--- config.mk ---
export PLATFORM = sky130hd
export DESIGN_NAME = instr_fetch
export DESIGN_NICKNAME = d
export VERILOG_FILES = /design/src/rtl/fetch_pkg.sv /design/src/rtl/if_id_reg.sv /design/src/rtl/instr_fetch.sv
export SDC_FILE = /design/constraint.sdc
export NUM_CORES = 1
export LEC_CHECK = 0
export ABC_CLOCK_PERIOD_IN_PS = 2700
export BUFFER_PORTS_ARGS = -buffer_cell sky130_fd_sc_hd__buf_2
export CORE_MARGIN = 4
export CORE_UTILIZATION = 40
export CTS_BUF_LIST = sky130_fd_sc_hd__clkbuf_4
export CTS_CLUSTER_DIAMETER = 30
export DETAILED_ROUTE_END_ITERATION = 8
export GPL_ROUTABILITY_DRIVEN = 0
export PLACE_DENSITY_LB_ADDON = 0.12
export SLEW_MARGIN = 20
export SYNTH_ARGS = -nofsm -noshare
export SYNTH_HDL_FRONTEND = slang
export SYNTH_SLANG_ARGS = --single-unit
--- constraint.sdc ---
create_clock -name clk -period 2.7 [get_ports clk]
set_input_delay 0.135 -clock clk [delete_from_list [all_inputs] [get_ports clk]]
set_output_delay 0.135 -clock clk [all_outputs]
set_load 0.005 [all_outputs]
--- src/rtl/fetch_pkg.sv ---
`default_nettype none
// ============================================================================
// Module   : fetch_pkg
// Brief    : Shared types and constants for the instruction fetch stage.
// Revision : 1.0 - initial release
// ============================================================================
package fetch_pkg;

   typedef enum logic [1:0] {
      START = 2'd0,
      RUN   = 2'd1,
      HALT  = 2'd2
   } fetch_state_t;

   localparam logic [31:0] C_RESET_PC   = 32'h0040_0000;
   localparam logic [31:0] C_FAULT_WORD = 32'hDEAD_BEEF;
   localparam logic [31:0] C_NOP_WORD   = 32'h0000_0033;

endpackage
`default_nettype wire

--- src/rtl/if_id_reg.sv ---
`default_nettype none
// ============================================================================
// Module   : if_id_reg
// Brief    : IF/ID pipeline register (instr, pc, pc4, valid) with load,
//            bubble and hold. Reset leaves a bubble in the register.
// Revision : 1.0 - initial release
// ============================================================================
module if_id_reg
   import fetch_pkg::*;
#(
   parameter logic [31:0] NOP_WORD = C_NOP_WORD
) (
   input  logic        clk,
   input  logic        rst_n,
   input  logic        i_load,
   input  logic        i_bubble,
   input  logic [31:0] i_instr,
   input  logic [31:0] i_pc,
   input  logic [31:0] i_pc4,
   output logic [31:0] o_instr,
   output logic [31:0] o_pc,
   output logic [31:0] o_pc4,
   output logic        o_valid
);

   logic [31:0] r_instr;
   logic [31:0] r_pc;
   logic [31:0] r_pc4;
   logic        r_valid;

   // Bubble takes precedence over load; neither asserted means hold.
   always_ff @(posedge clk or negedge rst_n) begin
      if (!rst_n) begin
         r_instr <= NOP_WORD;
         r_pc    <= 32'd0;
         r_pc4   <= 32'd0;
         r_valid <= 1'b0;
      end else if (i_bubble) begin
         r_instr <= NOP_WORD;
         r_pc    <= 32'd0;
         r_pc4   <= 32'd0;
         r_valid <= 1'b0;
      end else if (i_load) begin
         r_instr <= i_instr;
         r_pc    <= i_pc;
         r_pc4   <= i_pc4;
         r_valid <= 1'b1;
      end
   end

   assign o_instr = r_instr;
   assign o_pc    = r_pc;
   assign o_pc4   = r_pc4;
   assign o_valid = r_valid;

endmodule
`default_nettype wire

--- src/rtl/instr_fetch.sv ---
`default_nettype none
// ============================================================================
// Module   : instr_fetch
// Brief    : Fetch stage: drives the instruction memory address, captures the
//            returned word into IF/ID, handles stall and redirect, and halts
//            on a fault word or a misaligned redirect target.
// Revision : 1.0 - initial release
// ============================================================================
module instr_fetch
   import fetch_pkg::*;
#(
   parameter logic [31:0] RESET_PC   = C_RESET_PC,
   parameter logic [31:0] FAULT_WORD = C_FAULT_WORD,
   parameter logic [31:0] NOP_WORD   = C_NOP_WORD
) (
   input  logic        clk,
   input  logic        rst_n,
   output logic [31:0] imem_addr,
   input  logic [31:0] imem_rdata,
   input  logic        stall_i,
   input  logic        redirect_i,
   input  logic [31:0] redirect_pc_i,
   output logic [31:0] if_id_instr_o,
   output logic [31:0] if_id_pc_o,
   output logic [31:0] if_id_pc4_o,
   output logic        if_id_valid_o,
   output logic        fault_o,
   output logic        halted_o,
   output logic [31:0] fetch_count_o
);

   fetch_state_t r_state;
   fetch_state_t w_state_next;
   logic [31:0]  r_pc;
   logic [31:0]  w_pc_next;
   logic [31:0]  w_pc4;
   logic         r_fault;
   logic         w_fault_next;
   logic [31:0]  r_count;
   logic [31:0]  w_count_next;
   logic         w_load;
   logic         w_bubble;

   // pc+4 wraps naturally at 2^32; wrap is not a fault.
   assign w_pc4     = r_pc + 32'd4;
   assign imem_addr = r_pc;

   // State, PC, sticky fault and capture counter registers.
   always_ff @(posedge clk or negedge rst_n) begin
      if (!rst_n) begin
         r_state <= START;
         r_pc    <= RESET_PC;
         r_fault <= 1'b0;
         r_count <= 32'd0;
      end else begin
         r_state <= w_state_next;
         r_pc    <= w_pc_next;
         r_fault <= w_fault_next;
         r_count <= w_count_next;
      end
   end

   // Next-state and IF/ID control: redirect > stall > fault > normal fetch.
   always_comb begin
      w_state_next = r_state;
      w_pc_next    = r_pc;
      w_fault_next = r_fault;
      w_count_next = r_count;
      w_load       = 1'b0;
      w_bubble     = 1'b0;
      case (r_state)
         START: begin
            w_state_next = RUN;
         end
         RUN: begin
            if (redirect_i) begin
               w_bubble = 1'b1;
               if (redirect_pc_i[1:0] == 2'b00) begin
                  w_pc_next = redirect_pc_i;
               end else begin
                  // Misaligned target: PC holds so the bad request is visible.
                  w_fault_next = 1'b1;
                  w_state_next = HALT;
               end
            end else if (!stall_i) begin
               if (imem_rdata == FAULT_WORD) begin
                  // PC holds so imem_addr keeps showing the faulting address.
                  w_bubble     = 1'b1;
                  w_fault_next = 1'b1;
                  w_state_next = HALT;
               end else begin
                  w_load    = 1'b1;
                  w_pc_next = w_pc4;
                  if (r_count != 32'hFFFF_FFFF) begin
                     w_count_next = r_count + 32'd1;
                  end
               end
            end
         end
         HALT: begin
            w_fault_next = 1'b1;
         end
         default: begin
            w_fault_next = 1'b1;
            w_state_next = HALT;
         end
      endcase
   end

   if_id_reg #(
      .NOP_WORD (NOP_WORD)
   ) u_if_id_reg (
      .clk      (clk),
      .rst_n    (rst_n),
      .i_load   (w_load),
      .i_bubble (w_bubble),
      .i_instr  (imem_rdata),
      .i_pc     (r_pc),
      .i_pc4    (w_pc4),
      .o_instr  (if_id_instr_o),
      .o_pc     (if_id_pc_o),
      .o_pc4    (if_id_pc4_o),
      .o_valid  (if_id_valid_o)
   );

   assign fault_o       = r_fault;
   assign halted_o      = (r_state == HALT);
   assign fetch_count_o = r_count;

endmodule
`default_nettype wire

; ---- Word-level counts from Yosys, hierarchy flattened
; Index checks and enable logic that the tools add are counted.
[op_classes]
bitwise_logic = 5
n_mux = 30
n_reduce_logical = 7
n_addsub = 2
n_eq_ne = 10
[ops]
columns = operator, n
row1 = two-way mux 32 bit, 10
row2 = "adder 32 x 1 -> 32 bit, second input constant", 1
row3 = "adder 32 x 3 -> 32 bit, second input constant", 1
row4 = "equality test 32 bit, second input constant", 1
row5 = "inequality test 32 bit, second input constant", 1
row6 = two-way mux 1 bit, 14
row7 = AND reduction 4 bit, 3
row8 = "inequality test 3 bit, second input constant", 3
row9 = two-way mux 2 bit, 4
row10 = one-hot mux 2 bit (3 select lines), 1
row11 = inverter 1 bit, 5
row12 = AND reduction 5 bit, 1
row13 = zero test 2 bit, 2
row14 = "inequality test 2 x 1 -> 1 bit, second input constant", 2
row15 = "equality test 2 x 1 -> 1 bit, second input constant", 1
row16 = "equality test 2 bit, second input constant", 1
row17 = "inequality test 2 bit, second input constant", 1
row18 = one-hot mux 1 bit (2 select lines), 1
row19 = nonzero test 2 bit, 1
[totals]
in_bits = 68
regBits = 164
elab_cells = 62
out_inout_bits = 163

; ---- Depth between registers and ports, before layout
; Gate-level depths: netlist (run 1).
[depth]
word_depth = 7
mapped_depth = 8
ltp_nobuf = 6

; ---- By module
; A second synthesis (run 1) with hierarchy kept.
[hier_totals]
hier_cells = 769
hier_area_um2 = 8291.7
[modules_own_cells]
columns = module, area_per_inst_um2, seq_area_each_um2, n_inst, cells_each
row1 = instr_fetch, 4301.6, 1677.9, 1, 456
row2 = if_id_reg, 3990.1, 2432.3, 1, 313

; ---- Worst setup path before layout (run 1)
; No wires, ideal clock.
[synth_path]
path_type = register to register
startpoint = register r_pc[15] (netlist: imem_addr[15])
endpoint = register r_pc[27] (netlist: imem_addr[27])
t_arrival_ns = 2.198
path_stages_with_launch = 8
setup_slack_ns = 0.382
path_cell_list = dfrtp_1 -> clkbuf_2 -> nand4_2 -> or4_1 -> buf_2 -> or3_4 -> or4_1 -> and3_1
[synth_between]
elab_chain_len = 4
[synth_lines]
columns = item, line_no
row1 = "start, declared", instr_fetch.sv:34  ; logic [31:0] r_pc;
row2 = "start signal, assigned", instr_fetch.sv:57  ; r_pc <= w_pc_next;
row3 = adder 32 x 3 -> 32 bit, instr_fetch.sv:45  ; assign w_pc4 = r_pc + 32'd4;
row4 = two-way mux 32 bit, instr_fetch.sv:86  ; if (imem_rdata == FAULT_WORD) begin
row5 = two-way mux 32 bit, instr_fetch.sv:85  ; end else if (!stall_i) begin
row6 = two-way mux 32 bit, instr_fetch.sv:76  ; if (redirect_i) begin
; Every way passes these cells. The select of a mux whose other input is x is not followed.
; A chain may end at the register's enable or synchronous reset.

; ---- Worst setup path after layout (run 1)
; Ends and elaborated chain as after synthesis.

==> impl_metrics.toml, run 1 <==
[setup_path]
reg2reg_depth = 5
required_ns = 3.17
r2r_start = "imem_addr[15]$_DFFE_PN0P_"
crit_type = "reg2reg"
slowest_delay_ns = 0.67
rrSetupSlack_ns = 0.23
startpoint_type = "flip-flop"
critPathMaxFanout = 8
crit_buf_inv = 0
worstSetupEndpointType = "flip-flop"
rr_endpoint = "imem_addr[27]$_DFFE_PN0P_"
critPathSlowestCell = "or4_1"
cp.arrival_ns = 2.94
cp_common_cell = "or4_1"
path_cells = "nand4_2, or4_1, or3_4, or4_1, and3_1"
crit_family = "simple AND/OR/NAND/NOR gates"

[power_and_ir_drop]
internal-power_uw = 3920
finalPower_uw = 5540
p_comb_share_pct = 19.6
power.switching_uw = 1620
p_leak_uw = 0.00499
pwr_density_cell_nw_per_um2 = 554
switching_share_pct = 29.2
power_frac_seq_pct = 53.5
p_clk_share_pct = 26.9
vdd_drop_max_mv = 0.312

[drt]
drc = 0
wl_per_cell_um = 18.3
vias_per_cell = 5.38
ant_nets = 0
drtIter0Drc = 376
route.vias.total = 6673
totalWireLength_um = 22800
firstDrtPassIters = 4

[logic_synthesis]
post_synth_num_cell_types = 67
synth_top_area_share_pct = 51.2
synth_top_flop_cell = "dfrtp_1"
syn-cell-area_sq_um = 7670
ys_seq_elements = 162
syn-num-nets = 773
synth_top_area_cell = "dfrtp_1"
synth_area_per_cell_sq_um = 10.9
synth_edf_count = 0
seq_area_frac_synth_pct = 52.9
yosys-top-cells-area = "dfrtp_1, a22o_1, xnor2_1"
async_flop_share_pct = 100
syn_inst = 703
yosys_warnings = 0

[sta]
hold_violations = 0
fin_crit_sh_pct = 91.3
layout_min_cycle_time_ns = 2.47
slew_headroom_pct = 50.9
setup_ws_ns = 0.234
tightest_slew_ns = 0.737
final-setup-viol-count = 0
fmax_mhz = 406
final-max-slew-violation-count = 0
setup_tns_ns = 0
finalClockSkew_ns = 0.0217
rsz0062_at_grt = "no"

[placement]
dp_slack_ns = 0.246
hpwl_um = 15500
numPortBuffers = 230
place_area_sq_um = 9030

[global_routing]
grt_pass1_wl_um = 37000
grt_pass1_vias = 6749
grt_overflow = 0
antenna_found_initial = 1
grt_max_degree = 69
grtUsageTotal_pct = 21.4

[floorplan]
core_sq_um = 18800
num_io_pins = 231
start_util_pct = 40.9
row_count = 50
die-area_sq_um = 21500
die_h_um = 146
fp.dieW_um = 146

[finish]
drive_above_1_share_pct = 31.9
final_common_cell = "buf_2"
nNetsFinal = 1063
design_area_sq_um = 10000
syn_to_final_growth_pct = 30.3
final_cell_mix = "buf_2, dfrtp_1, dlygate4sd3_1, nand2_1, a22o_1"
utilization_pct = 53.3

[clocking]
ctsHtreeMaxLevel = 4
clk_path_buf_depth = 2
cts_tree = "built"
worstSkewPairLatency_ns = 0.57
cts_made_buffers = 17
cts.clk_slew.worst_paths_ns = 0.15
cts-root-buf = "clkbuf_4"
clock-sinks = 162

[flow_run]
max_cap_viol_count = 0

[min_path]
hp-class = "in2reg"
hold_end = "r_state[1]$_DFFE_PN0P_"
holdPathStages = 4
min-delay-start = "stall_i"

[run_status]
outcome = "completed"
## metrics by stage
| stage | instances | hold slack (ns) |
|---|---|---|
| 5_1_grt | 1241 | 0.0898 |
| 4_1_cts | 1240 | 0.00176 |
| 6_report | 1241 | 0.0709 |
| 3_5_place_dp | 1140 | 0.197 |
| 3_3_place_gp | 1140 | 0.199 |
| 2_1_floorplan | 703 | -0.161 |
## sequential cells by signal, indices dropped and copies added, names as in the netlist
name                 count
u_if_id_reg.o_pc        32
u_if_id_reg.o_instr     32
fault_o                  1
imem_addr               32
u_if_id_reg.o_valid      1
fetch_count_o           32
u_if_id_reg.o_pc4       30
r_state                  2
## power by group through the flow
stage / Sequential, uW / Clock, uW / Combinational [uW]
finish: 2960 / 1490 / 1080
CTS: 2960 / 1560 / 1110
global route: 3010 / 1660 / 1210
floorplan: 3020 / 0 / 385
detailed placement: 2990 / 0 / 1010
global placement: 3010 / 0 / 991
## area by class of cell
| type | instances | area, sq um |
|---|---|---|
| fill | 1744 | 8770 |
| sequential | 162 | 4060 |
| clock inverter | 15 | 158 |
| clock buffer | 17 | 128 |
| timing repair buffer | 333 | 2140 |
| antenna | 1 | 2.50 |
| tap | 234 | 293 |
| inverter | 11 | 41.3 |
| multi-input combinational | 468 | 3180 |
## worst max-delay path by stage
stage	from	to	depth (start not counted)
detailed placement	imem_addr[11]$_DFFE_PN0P_	imem_addr[27]$_DFFE_PN0P_	5
finish	imem_addr[15]$_DFFE_PN0P_	imem_addr[27]$_DFFE_PN0P_	5
floorplan	imem_addr[15]$_DFFE_PN0P_	imem_addr[27]$_DFFE_PN0P_	7
CTS	imem_addr[15]$_DFFE_PN0P_	imem_addr[27]$_DFFE_PN0P_	5
global placement	imem_addr[11]$_DFFE_PN0P_	imem_addr[27]$_DFFE_PN0P_	5
global route	imem_addr[7]$_DFFE_PN0P_	imem_addr[27]$_DFFE_PN0P_	5
## routing by layer
layer	track usage, %	part of all wire (%)	up-vias
li1	-	-	3176
met5	0	0	-
met3	5.34	6.2	37
met1	29.1	45	3228
met4	7.48	2.5	0
met2	33.4	46	232
## cells by family after synthesis
group	Yosys count	share of synthesized area [%]
AOI/OAI and AO/OA	150	15.0
xor gates and xnor gates	55	6.28
adders and majority gates	2	0.326
buffers and inverters	73	6.05
DFF	162	52.9
muxes	2	0.277
and+or+nand+nor	259	19.1
## worst min-delay path, delay by kind of cell
kind | cells | cell delay (ns)
buffers and inverters | 2 | 0.18
AO/OA/AOI/OAI | 2 | 0.28
## what timing repair did
action                                 in CTS  in global routing
setup buffers                               0                  0
hold buffers                               68                  0
gates resized for setup                     0                  0
endpoints found under the hold margin     128                  0
setup endpoints to repair                   0                  0
## cell usage after synthesis (3+ instances only)
cell type	number
dfstp_2	5
and3_1	35
clkbuf_8	9
buf_6	3
and2_1	8
inv_1	11
o21ai_0	37
dfrtp_1	157
nand3_1	36
o32a_1	17
a22o_1	56
or4_1	4
nor3_1	8
nand4_1	37
nor2b_1	5
o22a_1	4
clkbuf_2	3
xor2_1	4
nand4b_1	7
nor4_1	9
nor2_1	21
or3_1	14
nand2_1	56
a31oi_1	6
and4_1	6
a21oi_1	8
xnor2_1	51
clkbuf_1	35
buf_4	6
Power figures use the tool's default switching activity.
==> inputs of run 2 (changes only) <==
--- a/config.mk
+++ b/config.mk
@@ -13,6 +13,7 @@
 export CTS_CLUSTER_DIAMETER = 30
 export DETAILED_ROUTE_END_ITERATION = 8
 export GPL_ROUTABILITY_DRIVEN = 0
+export HOLD_SLACK_MARGIN = 0.12
 export PLACE_DENSITY_LB_ADDON = 0.12
 export SLEW_MARGIN = 20
 export SYNTH_ARGS = -nofsm -noshare
==> impl_metrics.toml, run 2 (synthesis gave the netlist of run 1 again) <==
[sta]
fmax_mhz = 406
final-setup-viol-count = 0
layout_min_cycle_time_ns = 2.46
slew_headroom_pct = 47.5
finalClockSkew_ns = 0.0229
hold_violations = 0
rsz0062_at_grt = "no"
tightest_slew_ns = 0.785
setup_tns_ns = 0
hold_slack_ns = 0.210
fin_crit_sh_pct = 91.3
final-max-slew-violation-count = 0

[run_status]
outcome = "completed"

[global_routing]
grt_pass1_wl_um = 37100
grtUsageTotal_pct = 21.5
grt_overflow = 0
antenna_found_initial = 1
grt_max_degree = 66
grt_pass1_vias = 6791

[power_and_ir_drop]
p_leak_uw = 0.00500
vdd_drop_max_mv = 0.311
finalPower_uw = 5550
pwr_density_cell_nw_per_um2 = 553

[placement]
numPortBuffers = 230
place_area_sq_um = 9030
hpwl_um = 15500

[setup_path]
crit_type = "reg2reg"
critPathMaxFanout = 8
path_cells = "nand4_2, or4_1, or3_4, or4_1, and3_1"
cp_common_cell = "or4_1"
slowest_delay_ns = 0.68
required_ns = 3.18
cp.arrival_ns = 2.94
startpoint_type = "flip-flop"
critPathSlowestCell = "or4_1"
worstSetupEndpointType = "flip-flop"

[floorplan]
row_count = 50
die-area_sq_um = 21500
die_h_um = 146
core_sq_um = 18800
num_io_pins = 231
start_util_pct = 40.9
fp.dieW_um = 146

[clocking]
clock-sinks = 162
cts.clk_slew.worst_paths_ns = 0.15
post-cts-setup-buffer-count = 0
ctsHtreeMaxLevel = 4
clk_path_buf_depth = 2
worstSkewPairLatency_ns = 0.57
cts_resized = 0
cts-root-buf = "clkbuf_4"
cts_tree = "built"
cts_made_buffers = 17
postCtsHoldBufs = 72

[drt]
ant_nets = 0
firstDrtPassIters = 5
route.vias.total = 6739
drc = 0
drtIter0Drc = 330
wl_per_cell_um = 18.4
vias_per_cell = 5.41
totalWireLength_um = 22900

[finish]
final_cell_mix = "buf_2, dfrtp_1, dlygate4sd3_1, nand2_1, a22o_1"
nNetsFinal = 1067
final_common_cell = "buf_2"
multi_input_area_sq_um = 3180
drive_above_1_share_pct = 31.8
syn_to_final_growth_pct = 30.8
register_area_sq_um = 4060
fillers = 1739
design_area_sq_um = 10000

[flow_run]
max_cap_viol_count = 0

[min_path]
hp-class = "in2reg"
## run 2: changes by cell type in the layout (fill, tap and decap cells not counted)
| cell | delta |
|---|---|
| dlygate4sd3_1 | +4 |
## run 2: cell type report
type | instances | area share (%)
repair buffers | 337 | 21.7
clock inverters | 15 | 1.57
inverters | 11 | 0.411
diodes | 1 | 0.0249
well taps | 234 | 2.92
flip-flops and latches | 162 | 40.5
multi-input cells | 468 | 31.7
clock buffers | 17 | 1.27
## run 2: final timing paths
check | start | endpoint | slack (ns) | cells after the start
worst max-delay path | imem_addr[15]$_DFFE_PN0P_ | imem_addr[27]$_DFFE_PN0P_ | 0.24 | 5
worst min-delay path | redirect_pc_i[0] | imem_addr[11]$_DFFE_PN0P_ | 0.21 | 5
worst max register to register | imem_addr[15]$_DFFE_PN0P_ | imem_addr[27]$_DFFE_PN0P_ | 0.24 | 5
worst min register to register | u_if_id_reg.o_pc[19]$_DFFE_PN0P_ | u_if_id_reg.o_pc[19]$_DFFE_PN0P_ | 0.49 | 2
max in group asynchronous | rst_n | imem_addr[26]$_DFFE_PN0P_ | 0.52 | 4
min in group asynchronous | rst_n | u_if_id_reg.o_pc4[28]$_DFFE_PN0P_ | 0.62 | 3
## run 2: metal layers
| metal | global-route usage, % | vias up | share of wire (%) |
|---|---|---|---|
| met4 | 7.48 | 0 | 2.6 |
| li1 | - | 3184 | - |
| met2 | 33.6 | 244 | 46 |
| met1 | 29.2 | 3272 | 45 |
| met5 | 0 | - | 0 |
| met3 | 5.34 | 39 | 6.3 |
## run 2: worst max-delay path: cells and delay by family (launching register included)
family | cells | cell delay (ns)
DFF | 1 | 0.53
and+or+nand+nor | 5 | 1.85
## run 2: through the flow
stage / setup slack [ns] / cells / util [%]
after floorplan: 0.382 / 703 / -
after global placement: 0.282 / 1140 / 48.1
after detailed placement: 0.246 / 1140 / 48.1
after CTS: 0.228 / 1244 / 53.5
after global routing: 0.130 / 1245 / 53.5
final: 0.235 / 1245 / 53.5
## run 2: power by group
| group | total, uW | switching, uW | internal, uW |
|---|---|---|---|
| combinational | 1090 | 487 | 604 |
| clock | 1490 | 930 | 561 |
| sequential | 2960 | 207 | 2760 |
| total | 5550 | 1620 | 3920 |
==> inputs of run 3 (changes only) <==
--- a/config.mk
+++ b/config.mk
@@ -18,4 +18,5 @@
 export SLEW_MARGIN = 20
 export SYNTH_ARGS = -nofsm -noshare
 export SYNTH_HDL_FRONTEND = slang
+export SYNTH_HIERARCHICAL = 1
 export SYNTH_SLANG_ARGS = --single-unit
==> impl_metrics.toml, run 3 <==
[clocking]
cts.clk_slew.worst_paths_ns = 0.13
cts-root-buf = "clkbuf_4"
clock-sinks = 164
ctsHtreeMaxLevel = 4
clk_path_buf_depth = 2
cts_made_buffers = 17
worstSkewPairLatency_ns = 0.54
cts_tree = "built"

[sta]
slew_headroom_pct = 41.1
layout_min_cycle_time_ns = 2.62
final-max-slew-violation-count = 0
tightest_slew_ns = 0.880
fin_crit_sh_pct = 96.9
hold_violations = 0
final-setup-viol-count = 0
finalClockSkew_ns = 0.0241
fmax_mhz = 382

[drt]
wl_met2_um = 10800
route.vias.total = 6926
met3_length_um = 1630
top_layer_used = "met4"
drtIter0Drc = 486
vias_per_cell = 5.12
drt-met1-wl_um = 10700
totalWireLength_um = 23500
firstDrtPassIters = 5
ant_nets = 0
drc = 0
wl_per_cell_um = 17.4

[finish]
final_common_cell = "buf_2"
syn_to_final_growth_pct = 30.3
fillers = 1901
drive_above_1_share_pct = 31.0
design_area_sq_um = 10800
nNetsFinal = 1141
final_cell_mix = "buf_2, dfrtp_1, nor2_1, mux2i_1, dlygate4sd3_1"

[logic_synthesis]
synth_common_cells = "dfrtp_1, nor2_1, mux2i_1"
syn-cell-area_sq_um = 8290
ys_seq_elements = 164
seq_area_frac_synth_pct = 49.6
synth_top_flop_cell = "dfrtp_1"
synth_xor_area_share_pct = 6.13
yosys_warnings = 6
synth_area_per_cell_sq_um = 10.8
async_flop_share_pct = 100
synth_compound_area_share_pct = 8.15
synth.most_common_cell = "dfrtp_1"
synth_top_area_share_pct = 48.0
post_synth_num_cell_types = 71
synth_edf_count = 0
yosys-top-cells-area = "dfrtp_1, mux2i_1, nor2_1"
synth_mux_area_share_pct = 12.0
synthAdderAreaFrac_pct = 0.302
syn_inst = 769
yosys.area_share.simple_pct = 18.7
synth_top_family_by_area = "simple AND/OR/NAND/NOR gates"
syn-num-nets = 839
synth_top_area_cell = "dfrtp_1"

[power_and_ir_drop]
power.switching_uw = 2410
vdd_drop_max_mv = 0.381
pwr_density_cell_nw_per_um2 = 681
internal-power_uw = 4950
p_comb_share_pct = 25.8
finalPower_uw = 7350
p_clk_share_pct = 24.7
p_leak_uw = 0.00520
switching_share_pct = 32.7
power_frac_seq_pct = 49.5

[floorplan]
die_h_um = 152
core_sq_um = 20300
row_count = 52
num_io_pins = 231
fp.dieW_um = 152
die-area_sq_um = 23100
start_util_pct = 40.8

[setup_path]
reg2reg_depth = 6
startpoint_type = "input port"
crit_type = "in2reg"
critPathMaxFanout = 17
required_ns = 3.17
worstSetupEndpointType = "flip-flop"
cp.arrival_ns = 3.09

[global_routing]
grtUsageTotal_pct = 20.5
grt_max_degree = 60
grt_overflow = 0
antenna_found_initial = 1
grt_pass1_wl_um = 38700
grt_pass1_vias = 7067

[placement]
place_area_sq_um = 9670
hpwl_um = 16600
numPortBuffers = 230

[flow_run]
max_cap_viol_count = 0

[min_path]
hp-class = "in2reg"
holdPathStages = 5

[run_status]
outcome = "completed"
==> run 3: cell types whose count changed after synthesis, sizes merged, moves of 12 or more <==
cell and delta:
o32a -15, xnor2 -15, and3 -20, mux2i +96
a21oi +25, nand4 -20, or3 -14, nor2 +107
buf +18, a22o -57, o21ai -21, clkbuf -34
nand2 -12, xor2 +18
==> run 3: kinds of logic after synthesis <==
| group | after synthesis |
|---|---|
| simple gates | 296 |
| flops | 164 |
| mux | 99 |
| compound gates | 95 |
| xor+xnor | 58 |
| buf+inv | 55 |
| fa+ha+maj | 2 |
==> run 3: final timing paths <==
check                                         startpoint  slack, ns                                  to
hold / removal                                redirect_i       0.18           imem_addr[23]$_DFFE_PN0P_
setup / recovery                           imem_rdata[8]       0.08       fetch_count_o[27]$_DFFE_PN0P_
min in group asynchronous                          rst_n       0.69           imem_addr[22]$_DFFE_PN1P_
hold reg to reg            fetch_count_o[10]$_DFFE_PN0P_       0.50       fetch_count_o[10]$_DFFE_PN0P_
max in group asynchronous                          rst_n       1.63  u_if_id_reg/o_instr[4]$_DFFE_PN1P_
setup reg to reg               imem_addr[11]$_DFFE_PN0P_       0.20           imem_addr[21]$_DFFE_PN0P_
==> run 3: through the flow <==
step           cells  utilization [%]  hold slack, ns  setup TNS, ns  worst slack (ns)
2_1_floorplan    769                -          -0.161              0             0.773
3_3_place_gp    1250             47.6           0.131              0            0.0913
3_5_place_dp    1250             47.6           0.128              0            0.0578
4_1_cts         1352             53.0           0.128              0            0.0203
5_1_grt         1354             53.2           0.135       -0.00104          -0.00104
6_report        1354             53.2           0.183              0            0.0825
==> run 3: area by class of cell <==
class | count | area (sq um) | share of cell area, %
clock buffer | 18 | 135 | 1.25
multi-input combinational | 550 | 3790 | 35.1
antenna | 1 | 2.50 | 0.0232
clock inverter | 13 | 231 | 2.14
inverter | 13 | 50.0 | 0.463
sequential | 164 | 4120 | 38.1
timing repair buffer | 325 | 2140 | 19.8
tap | 270 | 338 | 3.13
==> run 3: what timing repair did <==
item                                    4_1_cts  5_1_grt
endpoints found under the setup margin        0        1
hold buffers                                 71        0
endpoints found under the hold margin       224        0
gates resized for setup                       0       12
buffers inserted                              0        1
==> run 3: layer usage <==
layer / up-vias / GRT usage, %
li1: 3309 / -
met1: 3377 / 27.6
met2: 214 / 32.3
met3: 26 / 6.71
met4: 0 / 4.88
met5: - / 0
==> run 3: critical path, stage by stage <==
cell	delay, ns
dlygate4sd3_1	0.53
buf_2	0.13
nand4b_1	0.14
nor4_2	0.09
buf_4	0.16
a211oi_4	0.76
buf_4	0.44
o31ai_4	0.18
nor4_1	0.35
xor2_1	0.17
==> run 3: power by group through the flow <==
stage | clock, uW | combinational (uW) | sequential (uW)
2_1_floorplan | 0 | 893 | 3580
3_3_place_gp | 0 | 1820 | 3680
3_5_place_dp | 0 | 1830 | 3670
4_1_cts | 1890 | 1920 | 3640
5_1_grt | 1990 | 2140 | 3760
6_report | 1810 | 1900 | 3640
